--- config.mk ---
export PLATFORM = sky130hd
export DESIGN_NAME = instr_rom_fetch
export DESIGN_NICKNAME = d
export VERILOG_FILES = /design/src/rtl/instr_rom_fetch.sv
export SDC_FILE = /design/constraint.sdc
export NUM_CORES = 2
export LEC_CHECK = 0
export BUFFER_PORTS_ARGS = -buffer_cell sky130_fd_sc_hd__buf_2
export CORE_MARGIN = 10
export CORE_UTILIZATION = 50
export CTS_BUF_LIST = sky130_fd_sc_hd__clkbuf_8
export DETAILED_ROUTE_END_ITERATION = 12
export PLACE_DENSITY = 0.73
export SYNTH_ARGS = -nofsm -noshare
export SYNTH_HDL_FRONTEND = slang
export SYNTH_SLANG_ARGS = --single-unit
export TNS_END_PERCENT = 100
--- constraint.sdc ---
create_clock -name clk -period 2.2 [get_ports clk]
set_clock_uncertainty 0.2 [all_clocks]
set_input_delay 0.33 -clock clk [delete_from_list [all_inputs] [get_ports clk]]
set_output_delay 0.33 -clock clk [all_outputs]
set_load 0.01 [all_outputs]
--- src/rtl/instr_rom_fetch.sv ---
// ---------------------------------------------------------------------------
// instr_rom_fetch
//
// Synchronous instruction memory for the CPU fetch stage. It accepts
// byte-addressed fetch requests over a valid/ready handshake and returns one
// registered instruction word per accepted request, one cycle after the
// request is accepted. A word-wide load port lets software or a debugger
// program the contents at run time. A flush input discards a held response,
// for example on a branch redirect. Misaligned and out-of-range fetches
// report a fault and return NOP_WORD.
//
// Parameters:
//   DATA_W   instruction width in bits (a multiple of 8, power-of-two bytes)
//   DEPTH    number of stored words
//   ADDR_W   byte-address width
//   NOP_WORD word returned on a fault; also the power-up content of every word
//
// Ports:
//   clk        clock; all state updates on the rising edge
//   rst        asynchronous active-high reset (response register only)
//   req_valid  fetch request present
//   req_addr   fetch byte address
//   req_ready  request is accepted when req_ready && req_valid
//   rsp_valid  rsp_data / rsp_fault hold a result
//   rsp_ready  consumer takes the result this cycle
//   rsp_data   fetched instruction word (NOP_WORD when faulted)
//   rsp_fault  bit0 misaligned, bit1 index out of range
//   flush      discard any held response
//   ld_en      write ld_data into memory this cycle (has priority over fetch)
//   ld_addr    byte address of the word to load; alignment bits ignored
//   ld_data    word to store
// ---------------------------------------------------------------------------
module instr_rom_fetch #(
  parameter int                DATA_W   = 32,
  parameter int                DEPTH    = 128,
  parameter int                ADDR_W   = 9,
  parameter logic [DATA_W-1:0] NOP_WORD = 32'h00000013
) (
  input  logic              clk,
  input  logic              rst,
  input  logic              req_valid,
  input  logic [ADDR_W-1:0] req_addr,
  output logic              req_ready,
  output logic              rsp_valid,
  input  logic              rsp_ready,
  output logic [DATA_W-1:0] rsp_data,
  output logic [1:0]        rsp_fault,
  input  logic              flush,
  input  logic              ld_en,
  input  logic [ADDR_W-1:0] ld_addr,
  input  logic [DATA_W-1:0] ld_data
);

  // Number of byte-offset bits inside one word, and the widths of the word
  // index taken from a byte address and of the physical memory index.
  localparam int OFF_W  = $clog2(DATA_W / 8);
  localparam int IDX_W  = ADDR_W - OFF_W;
  localparam int MEM_AW = (DEPTH > 1) ? $clog2(DEPTH) : 1;

  typedef enum logic {
    EMPTY = 1'b0,
    FULL  = 1'b1
  } state_t;

  // Contents survive reset; every word starts out as the NOP instruction.
  logic [DATA_W-1:0] mem [DEPTH] = '{default: NOP_WORD};

  state_t            state_p1;
  logic [DATA_W-1:0] data_p1;
  logic [1:0]        fault_p1;

  logic              accept_p0;
  logic [1:0]        fault_p0;
  logic [IDX_W-1:0]  req_idx_p0;
  logic [IDX_W-1:0]  ld_idx_p0;
  logic              ld_in_range_p0;
  logic              unused_ld_off;

  // A word index is out of range when it reaches DEPTH. The extra top bit
  // keeps the comparison correct when DEPTH equals 2**IDX_W.
  function automatic logic idx_out_of_range(input logic [IDX_W-1:0] idx);
    return {1'b0, idx} >= (IDX_W + 1)'(DEPTH);
  endfunction

  // Fault code for a fetch byte address: bit0 misaligned, bit1 out of range.
  // The two bits are independent, so both can be set together.
  function automatic logic [1:0] fetch_fault(input logic [ADDR_W-1:0] addr);
    logic [1:0] f;
    f[0] = |addr[OFF_W-1:0];
    f[1] = idx_out_of_range(addr[ADDR_W-1:OFF_W]);
    return f;
  endfunction

  // ---- stage p0: request decode and handshake -----------------------------
  // A load blocks any fetch in the same cycle. A held response makes room for
  // a new one when it is consumed or flushed in the same cycle, which is what
  // allows one fetch per cycle under a continuously ready consumer.
  assign req_ready  = !ld_en && ((state_p1 == EMPTY) || rsp_ready || flush);
  assign accept_p0  = req_valid && req_ready;
  assign req_idx_p0 = req_addr[ADDR_W-1:OFF_W];
  assign fault_p0   = fetch_fault(req_addr);

  // Loads ignore the byte offset within the word, and loads beyond DEPTH are
  // dropped rather than aliased into the array.
  assign ld_idx_p0      = ld_addr[ADDR_W-1:OFF_W];
  assign ld_in_range_p0 = !idx_out_of_range(ld_idx_p0);
  assign unused_ld_off  = ^ld_addr[OFF_W-1:0];

  // Memory writes are unaffected by reset. Because a fetch is never accepted
  // in a load cycle, a fetch in the following cycle always reads the new word.
  always_ff @(posedge clk) begin
    if (ld_en && ld_in_range_p0) begin
      mem[ld_idx_p0[MEM_AW-1:0]] <= ld_data;
    end
  end

  // ---- stage p1: response register ----------------------------------------
  // Data and fault change only on an accepting edge or on reset, so a held
  // response stays stable under backpressure. An accept takes priority over
  // emptying: a flush or consume in the same cycle simply makes room for it.
  always_ff @(posedge clk or posedge rst) begin
    if (rst) begin
      state_p1 <= EMPTY;
      data_p1  <= '0;
      fault_p1 <= '0;
    end else if (accept_p0) begin
      state_p1 <= FULL;
      fault_p1 <= fault_p0;
      data_p1  <= (fault_p0 != 2'b00) ? NOP_WORD : mem[req_idx_p0[MEM_AW-1:0]];
    end else if ((state_p1 == FULL) && (rsp_ready || flush)) begin
      state_p1 <= EMPTY;
    end
  end

  assign rsp_valid = (state_p1 == FULL);
  assign rsp_data  = data_p1;
  assign rsp_fault = fault_p1;

endmodule

== Word level (Yosys, flattened, before mapping) ==
Memories as Yosys holds them, arrays and structs flattened.
Index checks and enable logic that the tools add are counted.

* Register bits after elaboration: 34
* Latch bits: 0
* Memory bits (read-only): 0
* Memories kept: 1
* Word-level logic and storage cells: 19
* Output and inout bits: 36
* Bits in writable memories: 4096
* Input bits: 56

* Order comparisons: 0
* Reduce and logical (&&, ||, !) cells: 9
* Eq/ne operators: 0
* Shifts and indexed selects: 0
* Bitwise operators: 1
* Muxes and demuxes: 5
* Div/mod/pow operators: 0
* Add/sub/neg operators: 0
* $mul: 0

{| class="wikitable"
|+ Memories
! memory !! depth !! width !! rd ports !! clocked after Yosys merged registers in !! write ports !! line !! source
|-
| mem || 128 || 32 || 1 || 0 || 1 || 66 || <nowiki>logic [DATA_W-1:0] mem [DEPTH] = '{default: NOP_WORD};</nowiki>
|}

{| class="wikitable"
|+ Operators with widths
! operator !! number
|-
| two-way mux 32 bit || 1
|-
| two-way mux 1 bit || 4
|-
| logical AND 1 bit || 3
|-
| logical OR 1 bit || 3
|-
| nonzero test 2 bit || 1
|-
| OR reduction 2 bit || 1
|-
| logical NOT 1 bit || 1
|-
| inverter 1 bit || 1
|}

== Longest topological paths before layout ==
* Depth after elaboration: 6
* Mapped depth: 11
* Mapped depth without buffers: 6

== Least setup slack after synthesis ==
OpenSTA, ideal clock, no wires.

* Path type: input port to flip-flop
* Start point: input port ld_en
* End point: memory mem[98][0], enable pin
* Path buffers: 1
* Setup time: 0.461 ns
* Setup slack: -1.578 ns
* Stages on the path: 3
* Data required time: 1.539 ns
* Arrival: 3.117 ns
* Cells stage by stage: clkbuf_1 -> nand4_1 -> nor3_1

* Cells in the longest elaborated chain, start to end: 2

{| class="wikitable"
|+ Ends and longest elaborated chain
! element !! line !! source
|-
| from (decl) || 49 || <nowiki>input logic ld_en,</nowiki>
|-
| two-way mux 1 bit || 112 || <nowiki>if (ld_en && ld_in_range_p0) begin</nowiki>
|-
| two-way mux 1 bit (implied by the code) || 113 || <nowiki>mem[ld_idx_p0[MEM_AW-1:0]] <= ld_data;</nowiki>
|-
| to (decl) || 66 ||
|}

No other way between the ends.

== Worst setup path after layout ==
* Start point: register state_p1 (netlist: rsp_valid)
* End point: output port req_ready

* Cells in the longest elaborated chain, start to end: 4

{| class="wikitable"
|+ Ends and longest elaborated chain
! element !! line !! source
|-
| from (decl) || 68 || <nowiki>state_t state_p1;</nowiki>
|-
| from (signal assigned) || 123 || <nowiki>state_p1 <= EMPTY;</nowiki>
|-
| from (signal assigned) || 127 || <nowiki>state_p1 <= FULL;</nowiki>
|-
| from (signal assigned) || 131 || <nowiki>state_p1 <= EMPTY;</nowiki>
|-
| inverter 1 bit || 98 || <nowiki>assign req_ready = !ld_en && ((state_p1 == EMPTY) || rsp_ready || flush);</nowiki>
|-
| logical OR 1 bit (2 in series) || 98 ||
|-
| logical AND 1 bit || 98 ||
|-
| to (decl) || 43 || <nowiki>output logic req_ready,</nowiki>
|}

No other way between the ends.

==> out/results.ini <==
[detailed_routing]
drt-pass1-iter-count = 6
postRouteAntennaNets = 0
vias = 81519
wl_per_cell_um = 33.0
drt_iter0_drc = 12320
wl_um = 422000
viasPerCell = 6.37
drc = 0

[floorplan]
coreArea_sq_um = 312000
initial_core_util = 0.502
die_w_um = 580
die_area_sq_um = 336000
row_count = 205
fp.dieH_um = 580
pin_count = 92

[timing]
rsz0062_at_grt = yes
fmax_mhz = 374
finalMaxSlewViolations = 0
fin_crit_ps = 2680
finalCritPeriodShare = 1.22
finalWorstSetupSlack_ps = -476
holdWs_ps = -458
tns_ps = -8270
hold_violations = 2
slew_headroom = 0.224
finalSetupViolCount = 49
worstMarginPinSlew_ps = 1160

[grt]
grt_usage = 0.246
grt_pass1_vias = 83524
antenna_found_initial = 17
grt_max_degree = 129
grt_pass1_wl_um = 605000
overflow = 0

[clock_tree]
clockRootBuffer = clkbuf_8
cts_tree = built
htreeDepth = 6
cts_buffers = 634
clock_latency_ps = 1090
clk_pin_slew_ps = 60
cts.sinks = 4130
clock_path_buffers = 4

[cells_and_area]
stdcell_area_sq_um = 188000
fin_cells = 12797
fillers = 20666
syn_to_final_growth_pct = 19.9
layout_common_cells = 4,096 x edfxtp_1, 1,039 x mux4_2, 652 x clkbuf_8, 596 x buf_4, 373 x buf_12
fin_nets = 8242
final_common_cell = edfxtp_1
ff_latch_area_sq_um = 124000
multiInputGateArea_sq_um = 34100
drive_above_1_share = 0.379

[worst_setup_path]
arrival_ps = 2150
cp_cell_sequence = or3b_4 -> buf_6 -> and2_4 -> buf_6
worstSetupEndpointType = output port
required_ps = 1670
rrSetupSlack_ps = -340
critPathSlowestCell = or3b_4
cp_max_fo = 2
crit_top_cell = buf_6
cp_num_buf_inv = 2
start_kind = flop
critical_path_class = reg2out
critPathMaxStageDelay_ps = 390
crit_family = simple AND/OR/NAND/NOR gates

[yosys]
yosysSeqAreaShare = 0.791
yosysWarnings = 0
ys_ff_latch = 4130
ys_types = 48
synthCells = 6813
yosys.area.top_type = edfxtp_1
synth_nets = 6869
synth_area_leaders = edfxtp_1 79%, mux4_2 15%, o22ai_1 0.73%
synthArstFlopShare = 0.00823
syn_area_sq_um = 157000
yosys.area.top_type_share = 0.785
ys.flop_type = edfxtp_1
syn_avg_cell_area_sq_um = 23.0
synth_edf_count = 4096

[status]
status = complete, but fails checks
violations = negative hold slack, negative setup slack

[run]
max_cap_viol_count = 0

[power_and_ir_drop]
ir_drop_uv = 473
switchingPower_mw = 35.1
internal_power_mw = 119
comb_power_share = 0.064
swShare = 0.228
p_leak_nw = 60.4
clkPwrFrac = 0.370
powerDensity_nw_per_um2 = 820
seq_power_share = 0.566
power_mw = 154

[placed_design]
dp_slack_ps = -1620
dp_cells = 11612
port_buffers = 88
hpwlAfterDp_um = 255000
gp_congestion = 0.846
placed_area_sq_um = 174000

[hold_path]
hp-class = in2reg

-- power groups by stage --
stage / combinational, mW / clock (mW) / sequential, mW
floorplan: 4.08 / 0 / 88.6
global placement: 8.87 / 0 / 88.7
detailed placement: 9.08 / 0 / 88.7
CTS: 9.73 / 57.5 / 87.1
global route: 10.3 / 61.2 / 87.0
finish: 9.92 / 57.0 / 87.1
-- layer usage --
layer / vias up / GRT usage / routed length [um]
met5: - / 0 / 26
met4: 4 / 0.0942 / 16500
met3: 839 / 0.0541 / 49100
met2: 5444 / 0.390 / 204000
met1: 43036 / 0.338 / 153000
li1: 32196 / - / -
-- logic make-up (layout without fill, tap and decap cells) --
group,Yosys count,in the layout,share of synthesized area
other cells,1,9,0.0000239
compound gates,592,592,0.0275
buf+inv,404,2240,0.0124
mux,1081,1081,0.152
flops,4130,4130,0.791
simple gates,605,605,0.0174
-- layout make-up --
class	count	share of cell area
Timing Repair Buffer	1136	0.0726
Tap cell	4140	0.0276
Clock inverter	447	0.0110
Clock buffer	652	0.0478
Inverter	5	0.000140
Antenna cell	8	0.000107
Multi-Input combinational cell	2279	0.181
Sequential cell	4130	0.659
-- cells in the mapped netlist, types with 5 or more instances --
master        n
edfxtp_1   4096
mux4_2     1039
nor2_1      222
clkbuf_1    207
o22ai_1     182
nand2_1     147
nand3_1     128
buf_2       109
a22o_1       80
a221oi_1     63
a211oi_1     62
buf_4        44
a21oi_1      42
a22oi_1      42
mux2i_1      40
dfrtp_1      34
a31oi_1      31
nor4_1       30
a211o_1      28
buf_1        23
o2111ai_1    22
buf_6        16
nor3_1       15
nor2b_1      14
o21ai_0      10
nand4_1       8
a32oi_1       6
nand2b_1      6
and2_1        5
and3_1        5
inv_1         5
nand4b_1      5
o211ai_1      5
o221ai_1      5
or4b_2        5
-- stage by stage --
step / util / hold slack [ps]
after floorplan: - / 229
after global placement: 0.557 / 216
after detailed placement: 0.557 / 218
after CTS: 0.601 / -555
after global routing: 0.602 / -478
final: 0.602 / -458
-- tightest hold or removal path: stages --
cell     delay (ps)
buf_2            80
or3b_4          120
buf_6            90
buf_4            90
nand2_1          40
-- path summary, 6_finish.rpt --
check                               end    startpoint  cells after the start
setup / recovery              req_ready     rsp_valid                      4
hold / removal                rsp_valid         flush                      5
setup reg to reg            rsp_data[6]    mem[47][6]                      7
hold reg to reg            rsp_fault[0]  rsp_fault[0]                      1
max in group asynchronous  rsp_data[31]           rst                      5
min in group asynchronous  rsp_data[21]           rst                      4
-- registers in the layout, indices dropped and copies added (netlist names) --
register and cells:
mem 4096, rsp_data 32, rsp_fault 1, rsp_valid 1
-- timing repair --
item,in CTS,in global routing
setup buffers,30,10
setup endpoints to repair,65,549
resized for setup,363,77
pin swaps,89,40
hold endpoints to repair,5823,5
hold buffers,62,1
gates cloned,0,1
Power figures use the tool's default switching activity.
